--- src/rtl/hazard_ctrl.sv ---
// Pipeline hazard controller: memory-wait freeze, taken-branch flush and load-use stall.
// Define HAZARD_STATS_EN to add the saturating stall_cycles counter output.
module hazard_ctrl #(
    parameter int unsigned MEM_WAIT_MAX = 16
) (
    input  logic        clk,
    input  logic        rst,
    input  logic [4:0]  id_rs,
    input  logic [4:0]  id_rt,
    input  logic        id_uses_rs,
    input  logic        id_uses_rt,
    input  logic        ex_mem_read,
    input  logic [4:0]  ex_rd,
    input  logic        branch_taken,
    input  logic        mem_req,
    input  logic        mem_ready,
    output logic        pc_hold,
    output logic        if_hold,
    output logic        if_flush,
    output logic        ex_bubble,
    output logic        pipe_freeze,
    output logic        mem_timeout,
`ifdef HAZARD_STATS_EN
    output logic [31:0] stall_cycles,
`endif
    output logic [1:0]  state
);

    localparam logic [1:0] S_RUN   = 2'd0;
    localparam logic [1:0] S_WAIT  = 2'd1;
    localparam logic [1:0] S_FLUSH = 2'd2;
    localparam logic [7:0] WAIT_LAST = 8'(MEM_WAIT_MAX - 1);

    logic [1:0] state_q, state_d;
    logic [7:0] wait_cnt_q, wait_cnt_d;
    logic       mem_timeout_q, mem_timeout_d;
    logic       timeout_hit;
    logic       freeze_c;
    logic       lu;

    // Handshake: mem_req marks an outstanding MEM access; mem_ready completes it in the same cycle.
    assign timeout_hit = (state_q == S_WAIT) && (wait_cnt_q == WAIT_LAST) && !mem_ready;
    assign freeze_c    = ((state_q == S_RUN) && mem_req && !mem_ready)
                       || ((state_q == S_WAIT) && !mem_ready && !timeout_hit);
    assign lu = ex_mem_read && (ex_rd != 5'd0)
             && ((id_uses_rs && (id_rs == ex_rd)) || (id_uses_rt && (id_rt == ex_rd)));

    // State register
    always_ff @(posedge clk) begin
        if (rst) begin
            state_q       <= S_RUN;
            wait_cnt_q    <= 8'd0;
            mem_timeout_q <= 1'b0;
        end else begin
            state_q       <= state_d;
            wait_cnt_q    <= wait_cnt_d;
            mem_timeout_q <= mem_timeout_d;
        end
    end

    // Next-state logic
    always_comb begin
        state_d       = S_RUN;
        wait_cnt_d    = wait_cnt_q;
        mem_timeout_d = mem_timeout_q | timeout_hit;
        case (state_q)
            S_RUN: begin
                if (mem_req && !mem_ready) begin
                    state_d    = S_WAIT;
                    wait_cnt_d = 8'd0;
                end else if (branch_taken && !freeze_c) begin
                    state_d = S_FLUSH;
                end else begin
                    state_d = S_RUN;
                end
            end
            S_WAIT: begin
                // Saturate so a long wait can never wrap back into range.
                if (wait_cnt_q != 8'hFF) begin
                    wait_cnt_d = wait_cnt_q + 8'd1;
                end
                state_d = (mem_ready || timeout_hit) ? S_RUN : S_WAIT;
            end
            S_FLUSH: begin
                state_d = branch_taken ? S_FLUSH : S_RUN;
            end
            default: state_d = S_RUN;
        endcase
    end

    // Output logic: freeze beats branch beats load-use
    always_comb begin
        pc_hold   = 1'b0;
        if_hold   = 1'b0;
        if_flush  = 1'b0;
        ex_bubble = 1'b0;
        if (freeze_c) begin
            pc_hold = 1'b1;
            if_hold = 1'b1;
        end else if (branch_taken) begin
            if_flush  = 1'b1;
            ex_bubble = 1'b1;
        end else if (lu) begin
            pc_hold   = 1'b1;
            if_hold   = 1'b1;
            ex_bubble = 1'b1;
        end
    end

    assign pipe_freeze = freeze_c;
    assign mem_timeout = mem_timeout_q;
    assign state       = state_q;

`ifdef HAZARD_STATS_EN
    logic [31:0] stall_cycles_q, stall_cycles_d;

    always_comb begin
        stall_cycles_d = stall_cycles_q;
        if (pc_hold && (stall_cycles_q != 32'hFFFF_FFFF)) begin
            stall_cycles_d = stall_cycles_q + 32'd1;
        end
    end

    always_ff @(posedge clk) begin
        if (rst) begin
            stall_cycles_q <= 32'd0;
        end else begin
            stall_cycles_q <= stall_cycles_d;
        end
    end

    assign stall_cycles = stall_cycles_q;
`endif

endmodule
--- config.mk ---
export PLATFORM = sky130hd
export DESIGN_NAME = hazard_ctrl
export DESIGN_NICKNAME = d
export VERILOG_FILES = /design/src/rtl/hazard_ctrl.sv
export SDC_FILE = /design/constraint.sdc
export NUM_CORES = 1
export LEC_CHECK = 0
export CORE_MARGIN = 8
export CORE_UTILIZATION = 41
export CTS_CLUSTER_SIZE = 8
export DETAILED_ROUTE_END_ITERATION = 10
export PLACE_DENSITY = 0.79
export SLEW_MARGIN = 20
export SYNTH_ARGS = -nofsm -noshare
export SYNTH_HDL_FRONTEND = slang
export SYNTH_SLANG_ARGS = --single-unit
--- constraint.sdc ---
create_clock -name clk -period 2.6 [get_ports clk]
set_clock_uncertainty 0.2 [all_clocks]
set_input_delay 0.39 -clock clk [delete_from_list [all_inputs] [get_ports clk]]
set_output_delay 0.39 -clock clk [all_outputs]
set_load 0.02 [all_outputs]
==> metrics.cfg, run 1 <==
[synth]
yosysTopAreaCell = dfxtp_1
synth-xor-area-share_pct = 11.8
syn_nets = 112
synth_simple_gate_area_share_pct = 26.1
synth_top_area_share_pct = 29.8
synth-seq-area-share_pct = 29.8
synthCells = 88
muxShareOfSynthArea_pct = 0
ys_types = 36
synth_compound_area_share_pct = 25.5
synth_warnings = 0
synth_top_family_by_area = simple AND/OR/NAND/NOR gates
synthAdderAreaFrac_pct = 1.69
synth.area.top_cells = dfxtp_1 (30%), xor2_1 (9.5%), a21oi_1 (4.7%)
syn_avg_cell_area_um2 = 8.40
syn-cell-area_um2 = 739
synth_seq_cells = 11

[global_route]
grt_pass1_vias = 842
grt_max_degree = 11
grt_pass1_wl_um = 3800
gr-total-overflow = 0
grt_usage_pct = 14.3
antenna_found_initial = 0

[power_and_ir_drop]
cellPowerDensity_nw_per_um2 = 339
ir_drop_uv = 281
total_leakage_power_nw = 0.485
fin_total_pwr_uw = 408

[place]
port_buffers = 30
dpl.cell_count = 155
dp_hpwl_um = 1950
place_ws_ns = -0.474
finalWeightedCongestion = 0.853
placed_cell_area_um2 = 1160

[setup_path]
path_max_fanout = 2
start_kind = input port
worstSetupEndpointType = output pin
worst-setup-path-type = input port to output pin
worstPathRequired_ns = 2.01
cp.arrival_ns = 1.96

[sta]
final_max_slew_viol_count = 0
fin_tns_setup_ns = 0
setup_viol = 0
fin_crit_sh_pct = 98.1
slew_headroom_pct = 68.0
period_needed_ns = 2.55
rsz0062_at_grt = yes
max_freq_ghz = 0.392
worst_slew_pin_slew_ns = 0.480
setup_slack_ns = 0.0507
finalHoldViolCount = 0

[finish]
layout.area.seq_um2 = 220
layout_commonest_cell = clkdlybuf4s50_1
layoutNonFillerInstCount = 160
multiInputGateArea_um2 = 493
num_antenna_cells = 0
mostFrequentLayoutCells = clkdlybuf4s50_1 (20), buf_4 (18), dfxtp_1 (11)
nNetsFinal = 160
layout-drive-gt1-share_pct = 25.2
synthToLayoutAreaGrowth_pct = 62.6
num-fill-cells = 128
final_area_um2 = 1200

[die]
core.rowCount = 15
pin_count = 31
die_area_um2 = 3420
chipWidth_um = 58.5
fp.dieH_um = 58.5
core-area_um2 = 1710
initial_core_util_pct = 43.3

[job]
maxCapViolCount = 0

[clocking]
cts_root_buf = clkbuf_4
clk_pin_slew_ns = 0.07
clock_sinks = 11
cts_tree = built
htree_levels = 1
cts_buffers = 3
cts.path.max_buffers = 2
ctsHoldBuffers = 0
clk_latency_ns = 0.28

[route]
drc = 0
firstDrtPassIters = 4
wl_per_cell_um = 15.9
vias = 871
drt_wl_total_um = 2550
dr.first_iter.drc_count = 25
ant_nets = 0
via_per_inst = 5.44

[worst_hold_path]
hp-class = register to register

[status]
outcome = finished clean

[what timing repair did]
item,CTS,global route
endpoints found under the hold margin,0,0
endpoints found under the setup margin,5,4
buffers inserted,0,1
gates resized for setup,18,10
pin swaps,3,6
[registers in the layout, summed over array words and instances (netlist names)]
register / flops
wait_cnt_q: 8
state: 2
mem_timeout: 1
[Yosys cell counts]
master	instances
or4_4	1
nor2_1	5
a32oi_1	1
o221a_2	1
xnor2_1	2
nand2b_1	2
nand4_1	3
or3_1	2
o2111ai_1	1
clkbuf_1	1
nand3_1	5
o311ai_4	1
a31o_2	1
o221ai_2	1
or4_1	3
o31ai_1	3
xor2_1	8
ha_1	1
inv_2	2
nor2b_1	1
nor4_1	4
a21oi_1	7
or2_2	1
dfxtp_1	11
inv_1	5
and2_1	1
a211oi_1	1
a41oi_1	1
o21ai_0	2
buf_4	1
nand2_1	4
nor3_1	1
a311oi_1	1
o21ai_1	1
o31ai_2	1
nor3b_1	1
[metal layers]
metal / up-vias / GRT usage, % / share of wire [%]
met5: - / 0 / 0
met4: 0 / 4.20 / 1.3
met3: 6 / 4.57 / 4.8
met2: 28 / 24.6 / 53
met1: 410 / 16.3 / 41
li1: 427 / - / -
[kinds of logic (layout without fill, tap and decap cells)]
logic type               after synthesis  after routing
AND/OR/NAND/NOR                       34             34
XOR/XNOR                              10             10
adder cells (fa/ha/maj)                1              1
AO/OA/AOI/OAI                         23             23
flip-flops                            11             11
buffers and inverters                  9             56
[power breakdown]
part / internal, mW / switching [mW]
Sequential: 0.170 / 0.00281
Combinational: 0.0623 / 0.0556
Clock: 0.0571 / 0.0599
Total: 0.290 / 0.118
[area by class of cell]
cell class / instances / share of cell area (%)
Clock buffer: 3 / 1.87
Sequential cell: 11 / 18.3
Inverter: 7 / 2.19
Tap cell: 25 / 2.60
Timing Repair Buffer: 45 / 33.6
Clock inverter: 1 / 0.416
Multi-Input combinational cell: 68 / 41.0
[final timing paths]
check | start | slack [ns] | end | cells after the start
max reg2reg | wait_cnt_q[0] | 0.59 | wait_cnt_q[6] | 6
min reg2reg | mem_timeout | 0.28 | mem_timeout | 2
max | id_rt[1] | 0.05 | if_hold | 6
min | mem_timeout | 0.28 | mem_timeout | 2
[critical path, cell delays in order]
cell and delay [ns]:
clkdlybuf4s50_1 0.43, xor2_1 0.16, nor4_1 0.29, a32oi_1 0.21, o31ai_2 0.28, buf_4 0.19
[metrics by stage]
step	hold slack, ns	utilization, %
finish	0.284	70.4
CTS	0.289	68.6
global route	0.302	70.4
floorplan	0.243	-
global placement	0.256	68.2
detailed placement	0.271	68.2
No activity file was read; power rests on OpenSTA's default activity.
==> run 2, diff against run 1 <==
ABC_CLOCK_PERIOD_IN_PS = 2600   (was unset)
==> results of run 2 <==
Same layout as run 1: the final DEF is identical, and so are final timing and power.
